===== config.mk =====
export PLATFORM = sky130hd
export DESIGN_NAME = abc_logic
export DESIGN_NICKNAME = d
export VERILOG_FILES = /design/src/rtl/abc_logic.sv
export SDC_FILE = /design/constraint.sdc
export NUM_CORES = 1
export LEC_CHECK = 0
export CAP_MARGIN = 20
export CORE_UTILIZATION = 41
export CTS_BUF_LIST = sky130_fd_sc_hd__clkbuf_4
export DETAILED_ROUTE_END_ITERATION = 10
export PLACE_DENSITY = 0.81
export SLEW_MARGIN = 30
export SYNTH_ARGS = -nofsm -noshare
export SYNTH_HDL_FRONTEND = slang
export SYNTH_SLANG_ARGS = --single-unit

===== constraint.sdc =====
create_clock -name clk -period 1.4 [get_ports clk]
set_input_delay 0.28 -clock clk [delete_from_list [all_inputs] [get_ports clk]]
set_output_delay 0.28 -clock clk [all_outputs]
set_load 0.1 [all_outputs]

===== src/rtl/abc_logic.sv =====
// rtl/abc_logic.sv - AB + B'C select cell with registered observation path
// b selects a (b=1) or c (b=0); the registered outputs feed status logic.
module abc_logic #(
  parameter int CNT_W = 8
) (
  input  logic             clk,
  input  logic             rst_n,
  input  logic             a,
  input  logic             b,
  input  logic             c,
  output logic             y,
  output logic             y_q,
  output logic             y_rise,
  output logic [2:0]       minterm_q,
  output logic [CNT_W-1:0] hi_count
);

  localparam logic [CNT_W-1:0] CNT_MAX = '1;

  logic             w_y_core;
  logic             w_x_taint;
  logic             r_y_q;
  logic             r_y_prev;
  logic             r_y_rise;
  logic [2:0]       r_minterm;
  logic [CNT_W-1:0] r_hi_count;

  assign w_y_core = (a & b) | (~b & c);
  // Folds to 0 for known inputs but carries an X on any input through to y,
  // so an undriven input is never hidden by the AND/OR masking.
  assign w_x_taint = (^{a, b, c}) ^ (^{a, b, c});
  assign y = w_y_core ^ w_x_taint;

  always_ff @(posedge clk or negedge rst_n) begin
    if (!rst_n) begin
      r_y_q      <= 1'b0;
      r_y_prev   <= 1'b0;
      r_y_rise   <= 1'b0;
      r_minterm  <= 3'b000;
      r_hi_count <= '0;
    end else begin
      r_y_q     <= y;
      r_y_prev  <= y;
      r_y_rise  <= y & ~r_y_prev;
      r_minterm <= {a, b, c};
      if (y && (r_hi_count != CNT_MAX)) begin
        r_hi_count <= r_hi_count + 1'b1;
      end
    end
  end

  assign y_q       = r_y_q;
  assign y_rise    = r_y_rise;
  assign minterm_q = r_minterm;
  assign hi_count  = r_hi_count;

endmodule


==> flow_summary.yaml <==
final_layout:
  area_growth_pct: 100.2
  drive_above_1_share_pct: 69.23
  fin_area_mm2: 0.001147
  antenna_cells: 0
  nets: 85
  fin_cells: 93
  post-route-util_pct: 88.17
setup_path:
  worst-r2r-setup-slack_ps: -20
  r2r_end: "hi_count[6]"
  crit_required_ps: 1560
  start_kind: "flop"
  endpoint_kind: "flop"
  crit_cells: 4
  worstReg2RegStart: "hi_count[0]"
  crit_end: "hi_count[6]"
  critical_path_arrival_ps: 1580
  crit_buf_inv: 0
  worstSetupPathType: "flop to flop"
  critPathTopFamily: "flip-flops"
  crit_path_start: "hi_count[0]"
  cpPeakStageDelay_ps: 440
  worst_r2r_path_depth: 4
  critPathMaxFanout: 4
  slowest_stage: "dfrtp_4"
  path_cells: "ha_4, nand2_4, nor4b_4, mux2_4"
timing:
  finalWorstSetupSlack_ps: -15.20
  skew_ps: 5.516
  rsz0062_at_grt: "true"
  tightest_slew_ps: 228.9
  period_share_pct: 101.1
  final_hold_viol_count: 0
  fin_crit_ps: 1415
  holdWs_ps: 178.9
  setup_viol: 1
  tns_ps: -15.20
  fmax_mhz: 706.6
  final-max-slew-violation-count: 0
  slew_headroom_pct: 84.42
pwr:
  switching_share_pct: 50.66
  power_frac_clock_pct: 8.8
  p_comb_share_pct: 66.5
  p_seq_share_pct: 24.8
  leakage_nw: 0.4822
  p_per_area_mw_per_mm2: 2580
  total_power_mw: 2.961
  p_switching_mw: 1.500
  max-vdd-ir-drop_uv: 1914
  intPower_mw: 1.461
floorplanning:
  coreArea_mm2: 0.001301
  die_x_um: 39.39
  io_pins: 19
  die_area_mm2: 0.001551
  initial_core_util_pct: 44.04
  die_h_um: 39.39
  core.rowCount: 13
logic_synthesis:
  synth_top_area_share_pct: 56.77
  yosys_warnings: 0
  yosysSeqAreaShare_pct: 56.77
  synth_area_um2: 573.1
  synth-async-reset-ratio_pct: 100.0
  ys.flop_type: "dfrtp_1"
  synth_top_cell_by_area: "dfrtp_1"
  synth-edff-count: 0
  synth.net_count: 52
  synth_area_leaders: "dfrtp_1 57%, mux2_2 7.9%, o31ai_4 3.7%, nand2_1 3.3%, nand3_1 2.6%"
  syn_area_per_cell_um2: 12.46
  syn-instance-count: 46
  synthTopCellsByCount: "13 x dfrtp_1, 5 x nand2_1, 4 x mux2_2, 3 x nand3_1"
  synth_cell_types: 22
  synthMostInstantiatedCell: "dfrtp_1"
  ys_ff_latch: 13
clock_network:
  htree_levels: 1
  clk_latency_ps: 280
  cts.sinks: 13
  clk_pin_slew_ps: 90
  cts_tree: "built"
  cts_root_buf: "clkbuf_4"
  clockBufferDepth: 2
  cts_buffers: 3
run_status:
  violations: "negative setup slack"
  outcome: "finished, violations left"
placement:
  placed_area_mm2: 0.001059
  routabilityCongestion: 0.7602
  dpl.cell_count: 87
  io_buffer_count: 18
  pre_cts_ws_ps: -480.5
  hpwl_um: 1036
grt:
  grt_usage_pct: 21.78
  antenna_found_initial: 0
  grt_max_degree: 14
  first_global_vias: 469
  grt_pass1_wl_um: 2187
  grt_remaining_overflow: 0
drt:
  ant_nets: 0
  num_vias: 508
  dr.pass1.iters: 4
  drt-vias-per-instance: 5.462
  wl_per_cell_um: 18.42
  drc: 0
  drt_iter0_drc: 4
  wl_um: 1713
run:
  maxCapViolCount: 0
hold_path:
  hp-class: "input pin to flop"
==> registers in the layout, indices dropped and copies added, names as in the netlist <==
signal and flops:
hi_count 8, minterm_q 3, r_y_prev 1, y_rise 1
==> per-layer routing <==
metal  global-route usage [%]  wire length [um]  part of all wire, %  vias to the layer above
met5                        0                 0                    0                        -
met4                    7.759                14                 0.82                        0
met3                    6.818                53                  3.1                        5
met2                    35.42               945                   55                       16
met1                    26.88               698                   41                      258
li1                         -                 -                    -                      229
==> final cells by class <==
class	count	area (um2)
tap	15	18.77
sequential	13	355.3
timing repair buffer	28	407.9
multi-input combinational	31	322.8
inverter	2	12.51
fill	64	153.9
clock buffer	4	30.03
==> cell usage in the layout, fill, tap and decap left out, types with 2 or more instances in the layout <==
| master | n |
|---|---|
| buf_6 | 2 |
| nor2_1 | 2 |
| nand2_1 | 3 |
| mux2_2 | 3 |
| mux2_4 | 2 |
| dfrtp_1 | 5 |
| clkbuf_4 | 4 |
| a21oi_1 | 2 |
| dfrtp_4 | 8 |
| nand2_4 | 2 |
| buf_12 | 15 |
| nand3_2 | 2 |
| buf_4 | 7 |
| dlygate4sd2_1 | 2 |
==> power by group through the flow <==
stage	logic (mW)	registers [mW]	clock network, mW
final	1.97	0.733	0.260
after floorplan	0.354	1.47	0
after global routing	2.02	0.745	0.281
after detailed placement	1.83	0.722	0
after CTS	1.87	0.718	0.256
after global placement	1.80	0.712	0
==> how the worst min path moves through the flow <==
stage          startpoint            to  slack [ps]  depth (start not counted)
2_1_floorplan       rst_n  minterm_q[0]         -20                          0
3_3_place_gp     r_y_prev        y_rise         480                          1
4_1_cts                 a  minterm_q[2]         300                          1
6_report                b  minterm_q[1]         180                          1
5_1_grt                 b  minterm_q[1]         170                          1
3_5_place_dp     r_y_prev        y_rise         490                          1
==> repair_timing <==
item	in CTS	in global routing
buffers inserted	1	1
hold buffers	0	0
endpoints found under the setup margin	8	7
pin swaps	0	3
gates cloned	0	0
resized for setup	7	5
==> kinds of logic after synthesis <==
logic type | count (synthesis) | synth area share, %
compound gates | 6 | 10.04
xor+xnor | 1 | 1.529
fa+ha+maj | 1 | 2.183
buf+inv | 2 | 1.309
flops | 13 | 56.77
mux | 6 | 12.23
simple gates | 17 | 15.94
Power figures use the tool's default switching activity.
